`config.mk`:
```
export PLATFORM = sky130hd
export DESIGN_NAME = serial_pattern_detector
export DESIGN_NICKNAME = d
export VERILOG_FILES = /design/src/rtl/serial_pattern_detector.sv
export SDC_FILE = /design/constraint.sdc
export NUM_CORES = 1
export LEC_CHECK = 0
export BUFFER_PORTS_ARGS = -buffer_cell sky130_fd_sc_hd__clkbuf_2
export CORE_ASPECT_RATIO = 0.7
export CORE_MARGIN = 10
export CORE_UTILIZATION = 45
export DETAILED_ROUTE_END_ITERATION = 12
export MAX_ROUTING_LAYER = met4
export PLACE_DENSITY = 0.7
export SLEW_MARGIN = 20
export SYNTH_ARGS = -nofsm -noshare
export SYNTH_HDL_FRONTEND = slang
export SYNTH_SLANG_ARGS = --single-unit
export TNS_END_PERCENT = 1
```
`constraint.sdc`:
```
create_clock -name clk -period 2.5 [get_ports clk]
set_input_delay 0 -clock clk [delete_from_list [all_inputs] [get_ports clk]]
set_output_delay 0 -clock clk [all_outputs]
set_load 0.005 [all_outputs]
```
`src/rtl/serial_pattern_detector.sv`:
```
// Serial pattern detector: shifts a bit stream into a window and compares it
// against programmable masked patterns, with a registered match pulse and a saturating count.
module serial_pattern_detector #(
    parameter int PAT_W   = 5,
    parameter int NUM_PAT = 2,
    parameter int CNT_W   = 8,
    parameter int SEL_W   = 1
) (
    input  logic               clk,
    input  logic               rst_n,
    input  logic               clear,
    input  logic               din,
    input  logic               din_valid,
    input  logic               overlap_en,
    input  logic               pat_wr,
    input  logic [SEL_W-1:0]   pat_sel,
    input  logic [PAT_W-1:0]   pat_data,
    input  logic [PAT_W-1:0]   pat_care,
    input  logic               pat_en_wr,
    output logic               match,
    output logic [NUM_PAT-1:0] match_id,
    output logic [CNT_W-1:0]   match_cnt,
    output logic [PAT_W-1:0]   window,
    output logic               primed
);

    localparam int FW = $clog2(PAT_W + 1);
    localparam logic [FW-1:0] FULL = FW'(PAT_W);

    logic [PAT_W-1:0]   window_q;
    logic [PAT_W-1:0]   window_nx;
    logic [FW-1:0]      fill_q;
    logic [FW-1:0]      fill_inc;
    logic [FW-1:0]      fill_nx;
    logic [PAT_W-1:0]   pat_q  [NUM_PAT];
    logic [PAT_W-1:0]   care_q [NUM_PAT];
    logic [NUM_PAT-1:0] en_q;
    logic [NUM_PAT-1:0] hits;
    logic               match_q;
    logic [NUM_PAT-1:0] id_q;
    logic [CNT_W-1:0]   cnt_q;

    // Compare against the window as it will look after this beat.
    always_comb begin
        window_nx = {window_q[PAT_W-2:0], din};
        fill_inc  = (fill_q == FULL) ? FULL : fill_q + 1'b1;
        hits      = '0;
        for (int k = 0; k < NUM_PAT; k++) begin
            if (din_valid && en_q[k] && (fill_inc == FULL) &&
                (((window_nx ^ pat_q[k]) & care_q[k]) == '0)) begin
                hits[k] = 1'b1;
            end
        end
        fill_nx = ((|hits) && !overlap_en) ? '0 : fill_inc;
    end

    always_ff @(posedge clk or negedge rst_n) begin
        if (!rst_n) begin
            window_q <= '0;
            fill_q   <= '0;
            match_q  <= 1'b0;
            id_q     <= '0;
            cnt_q    <= '0;
        end else if (clear) begin
            window_q <= '0;
            fill_q   <= '0;
            match_q  <= 1'b0;
            id_q     <= '0;
            cnt_q    <= '0;
        end else begin
            match_q <= |hits;
            id_q    <= hits;
            if (din_valid) begin
                window_q <= window_nx;
                fill_q   <= fill_nx;
            end
            if ((|hits) && (cnt_q != '1)) begin
                cnt_q <= cnt_q + 1'b1;
            end
        end
    end

    // Slots survive clear; selects beyond NUM_PAT match no slot.
    always_ff @(posedge clk or negedge rst_n) begin
        if (!rst_n) begin
            for (int k = 0; k < NUM_PAT; k++) begin
                pat_q[k]  <= '0;
                care_q[k] <= '1;
                en_q[k]   <= 1'b0;
            end
        end else if (pat_wr) begin
            for (int k = 0; k < NUM_PAT; k++) begin
                if (pat_sel == SEL_W'(k)) begin
                    pat_q[k]  <= pat_data;
                    care_q[k] <= pat_care;
                    en_q[k]   <= pat_en_wr;
                end
            end
        end
    end

    assign match     = match_q;
    assign match_id  = id_q;
    assign match_cnt = cnt_q;
    assign window    = window_q;
    assign primed    = (fill_q == FULL);

endmodule

```
**Yosys cells after proc, flatten, opt, wreduce, memory -nomap -nowiden**

Cells that the tools add are included.

- Flip-flop bits (word level): 41
- Input port bits: 19
- Output and inout bits: 17
- Word-level logic and storage cells: 49

- Add/subtract/negate cells: 2
- Equality and inequality tests: 3
- Multiplexer cells: 12
- Bitwise logic cells: 5
- Reduce and logical (&&, ||, !) cells: 16

Operator list:

| operator | count |
|---|---|
| two-way mux 8 bit | 2 |
| two-way mux 3 bit | 4 |
| AND 5 bit | 2 |
| logical NOT 5 bit | 2 |
| two-way mux 5 bit | 2 |
| XOR 5 bit | 2 |
| adder 8 x 1 -> 8 bit (second input constant) | 1 |
| logical AND 1 bit | 8 |
| != test 8 bit (second input constant) | 1 |
| equality test 3 bit (second input constant) | 2 |
| AND reduction 2 bit | 2 |
| nonzero test 2 bit | 2 |
| adder 3 x 1 -> 3 bit (second input constant) | 1 |
| two-way mux 1 bit | 3 |
| two-way mux 2 bit | 1 |
| OR reduction 2 bit | 1 |
| logical NOT 1 bit | 1 |
| inverter 1 bit | 1 |

**Longest topological paths before layout**

- Depth in word-level cells: 11
- Mapped depth: 7

**Worst setup path before layout**

No wires, ideal clock.

- Path kind: reg-to-reg
- From: register window_q[0], in the netlist window[0]
- To: register cnt_q[6], in the netlist match_cnt[6]
- Setup time: 0.078 ns
- Arrival time: 1.739 ns
- Slack: 0.683 ns
- Stages on the path, launching flop included: 7
- Path buffers: 0
- Period minus slack after synthesis: 1.817 ns
- Cells stage by stage: dfrtp_1 xor2_1 a22oi_1 nand3_2 and2_4 or4_1 a21oi_1

- Cells in the longest elaborated chain, start to end: 8
- Elaborated cells on any way between the ends: 13
- Those cells by class: 2 x mux; 4 x bitwise; 7 x reduce/logical

Ends and longest elaborated chain:

| what | line | text |
|---|---|---|
| from (decl) | 30 | `logic [PAT_W-1:0] window_q;` |
| from (signal assigned) | 74 | `window_q <= window_nx;` |
| XOR 5 bit | 50 | `(((window_nx ^ pat_q[k]) & care_q[k]) == '0)) begin` |
| AND 5 bit | 50 |  |
| logical NOT 5 bit | 50 |  |
| logical AND 1 bit | 49 | `if (din_valid && en_q[k] && (fill_inc == FULL) &&` |
| two-way mux 1 bit | 49 |  |
| OR reduction 2 bit * | 77 | `if ((\|hits) && (cnt_q != '1)) begin` |
| logical AND 1 bit * | 77 |  |
| nonzero test 2 bit (no source line) * | -- |  |
| to (signal assigned) | 78 | `cnt_q <= cnt_q + 1'b1;` |
| to (decl) | 41 | `logic [CNT_W-1:0] cnt_q;` |

Mark *: on every way between the ends. The rest lies on a longest branch, timed or not.
A chain may end at the register's enable or synchronous reset.

**Final worst setup path**

- From: register window_q[2], in the netlist window[2]
- To: register cnt_q[6], in the netlist match_cnt[6]

Same word-level chain as after synthesis.

==> summary.md <==
| Metric | Value |
|---|---|
| Hold Vio Cnt, Final | `0` |
| Gr ovfl total | `0` |
| Final Skew | `0.008005 ns` |
| Share of layout cells above drive strength 1 | `39.32%` |
| Cell count of the worst hold path | `3` |
| Drc violations | `0` |
| Number of global-route vias before repair | `1,499` |
| Post-route clock period utilization | `84.27%` |
| Ys Warns | `0` |
| Initial antenna violation count | `0` |
| Outcome | `complete, no violations` |
| CTS tree | `built` |
| Worst R2R Path Depth | `6` |
| IO buf count | `35` |
| Slew margin rel. | `40.95%` |
| Setup CP Type | `flip-flop to flip-flop` |
| Post-synthesis mux area share | `17.02%` |
| DIE HEIGHT | `74.00 µm` |
| Main combinational cell family by area after synthesis | `multiplexers` |
| Max-Cap Viols | `0` |
| Worst path arrival time | `2.32 ns` |
| Core area | `0.003970 mm²` |
| Via count | `1,339` |
| Achievable Freq | `474.7 MHz` |
| RSZ-0062 raised after global routing | `no` |
| CP endpoint kind | `flip-flop` |
| Routed Antenna Nets | `0` |
| Max Slew Vio Count | `0` |
| Clk pin slew, worst setup/hold paths | `0.08 ns` |
| Sequential share of the synthesized area | `55.41%` |
| Net Count, Synth | `175` |
| PwrDens | `641.0 mW/mm²` |
| Antenna diode count | `0` |
| Slew @ Worst Pin | `0.8857 ns` |
| Yosys cell types | `31` |
| Worst-path fanout max | `6` |
| Root buf cell | `clkbuf_8` |
| Leak pwr | `1.084 nW` |
| Num CTS Buffers | `5` |
| Fillers | `343` |
| Io pins | `36` |
| Post_cts resized | `0` |
| Xor/xnor share of the synthesized area | `6.075%` |
| Crit path largest cell delay | `0.49 ns` |
| Worst hold slack | `0.03473 ns` |
| Final-report setup violation count | `0` |
| Compound-gate portion of the synthesized area | `6.809%` |
| Final Power | `0.001497 W` |
| Area grow syn2layout | `24.63%` |
| Vias per cell | `5.190` |
| CP Launch Type | `flip-flop` |
| Max H-tree Level | `2` |
| Initial Util | `47.21%` |
| Hold crit path type | `input port to flip-flop` |
| Die ar. | `0.007188 mm²` |
| Critical Path Slowest Stage Cell | `or4_1` |
| Syn avg cell area | `12.09 µm²` |
| Drt pass-1 iters | `4` |
| Width of the chip | `97.14 µm` |
| CP Cell Sequence | `xor2_1, a22oi_1, nand3_2, and2_4, or4_1, a21oi_1` |
| Synth Cell Area | `0.001874 mm²` |
| Average wire per standard cell | `16.03 µm` |
| CTS Buffer Depth | `2` |
| Gr usage total | `12.75%` |
| DRT iter0 DRCs | `55` |
| Post-DP HPWL | `3.118 mm` |
| Worst vdd ir | `0.0004899 V` |
| Mapped Cells | `155` |
| Insertion delay to the later sink of the worst-skew pair | `0.29 ns` |
| Post-Synth Adder-Cell Area | `0.6676%` |
| Setup TNS Final | `0 ns` |
| Period minus WS final | `2.107 ns` |
| Maximum number of pins on one net before global-route repair | `42` |
| First-pass GRT wire length | `7.286 mm` |
| RePlAce Congestion | `0.7832` |
| Final #Nets | `225` |
| Row cnt | `19` |
| Simple-gate portion of the synthesized area | `12.62%` |
| Sink Count | `41` |
| CP required | `2.71 ns` |
| Flops & latches, synth | `41` |
| Footprint of the multi-input gates | `809.5 µm²` |
| Total wire length | `4.135 mm` |
| Register area | `0.001039 mm²` |
-- final timing paths --
| kind | slack [ns] | startpoint | to |
|---|---|---|---|
| setup / recovery | 0.39 | window[2]$_DFFE_PN0P_ | match_cnt[6]$_DFFE_PN0P_ |
| hold / removal | 0.03 | din | window[0]$_DFFE_PN0P_ |
| setup reg to reg | 0.39 | window[2]$_DFFE_PN0P_ | match_cnt[6]$_DFFE_PN0P_ |
| hold reg to reg | 0.52 | en_q[1]$_DFFE_PN0P_ | en_q[1]$_DFFE_PN0P_ |
| max in group asynchronous | 1.59 | rst_n | pat_q[3]$_DFFE_PN0P_ |
| min in group asynchronous | 0.36 | rst_n | pat_q[9]$_DFFE_PN0P_ |
-- area by class of cell --
class | count | share of cell area [%]
Timing Repair Buffer | 48 | 12.96
Inverter | 1 | 0.1607
Clock buffer | 7 | 3.696
Tap cell | 52 | 2.785
Clock inverter | 1 | 1.285
Sequential cell | 41 | 44.46
Multi-Input combinational cell | 108 | 34.65
-- state kept, by name, indices dropped and copies added (netlist names) --
register and flops:
fill_q 3, care_q 10, en_q 2, match_cnt 8, window 5, match 1
match_id 2, pat_q 10
-- through the flow --
stage | worst slack (ns) | utilization [%] | std cells | area [µm²]
4_1_cts | 0.3938 | 58.84 | 258 | 2336
6_report | 0.3932 | 58.84 | 258 | 2336
3_5_place_dp | 0.3892 | 52.88 | 238 | 2100
2_1_floorplan | 0.6827 | - | 155 | 1874
3_3_place_gp | 0.5269 | 52.88 | 238 | 2100
5_1_grt | 0.2492 | 58.84 | 258 | 2336
-- worst max-delay path: cells and delay by family, from the launching register on --
kind,cells,cell delay [ns]
compound gates,2,0.48
xor+xnor,1,0.19
flops,1,0.47
simple gates,3,0.89
-- synth_stat cells, drive strengths merged --
| master | n | area share [%] |
|---|---|---|
| nor2b | 2 | 0.67 |
| a21oi | 10 | 2.7 |
| and4 | 1 | 0.47 |
| nand4b | 2 | 0.93 |
| dfstp | 10 | 14 |
| mux2i | 6 | 3.2 |
| nor3b | 3 | 1.2 |
| buf | 3 | 0.80 |
| nand3 | 4 | 1.6 |
| nand2b | 2 | 0.67 |
| nor3 | 2 | 0.53 |
| or4 | 1 | 0.40 |
| o21ai | 1 | 0.27 |
| xor2 | 10 | 4.7 |
| xnor2 | 3 | 1.4 |
| mux2 | 23 | 14 |
| inv | 1 | 0.20 |
| a31o | 2 | 0.93 |
| and2 | 2 | 0.80 |
| nand2 | 7 | 1.4 |
| a22o | 2 | 0.93 |
| o31ai | 1 | 0.40 |
| nor2 | 18 | 3.6 |
| dfrtp | 31 | 41 |
| clkbuf | 2 | 0.40 |
| nand4 | 1 | 0.33 |
| a22oi | 4 | 1.6 |
| ha | 1 | 0.67 |
-- cells in the final DEF, fill, tap and decap left out, drive strengths merged --
cell type	n
dfrtp	31
dlygate4sd3	12
nor2	18
or4	1
nand4	1
a22o	2
nor2b	2
a31o	2
inv	1
mux2	23
nand2b	2
xnor2	3
a22oi	4
buf	2
nor3	2
clkbuf	41
a21oi	10
and4	1
nand3	4
bufinv	1
nand4b	2
nor3b	3
and2	2
mux2i	6
o21ai	1
o31ai	1
nand2	7
dfstp	10
ha	1
xor2	10
-- repair_timing --
action,CTS,global route
setup endpoints to repair,0,0
hold buffers,12,0
hold endpoints to repair,53,0
buffers inserted,0,0
-- logic make-up (layout without fill, tap and decap cells) --
| family | after synthesis | count (layout) |
|---|---|---|
| XOR/XNOR | 13 | 13 |
| AND/OR/NAND/NOR | 45 | 45 |
| multiplexers | 29 | 29 |
| flip-flops | 41 | 41 |
| adder cells (fa/ha/maj) | 1 | 1 |
| AO/OA/AOI/OAI | 20 | 20 |
| buffers and inverters | 6 | 57 |
-- power breakdown --
part	internal [W]	leakage, nW	total (W)	switching (W)
clock network	0.000326	0.0585	0.000546	0.000220
logic	0.0000956	0.516	0.000174	0.0000784
registers	0.000738	0.509	0.000778	0.0000398
-- routing by layer --
| layer | vias up | track usage [%] | routed length, µm |
|---|---|---|---|
| met5 | - | - | 0 |
| met3 | 8 | 4.070 | 200 |
| met2 | 24 | 20.64 | 1959 |
| met1 | 663 | 14.81 | 1925 |
| met4 | 0 | 4.568 | 51 |
| li1 | 644 | - | - |
Power figures use the tool's default switching activity.
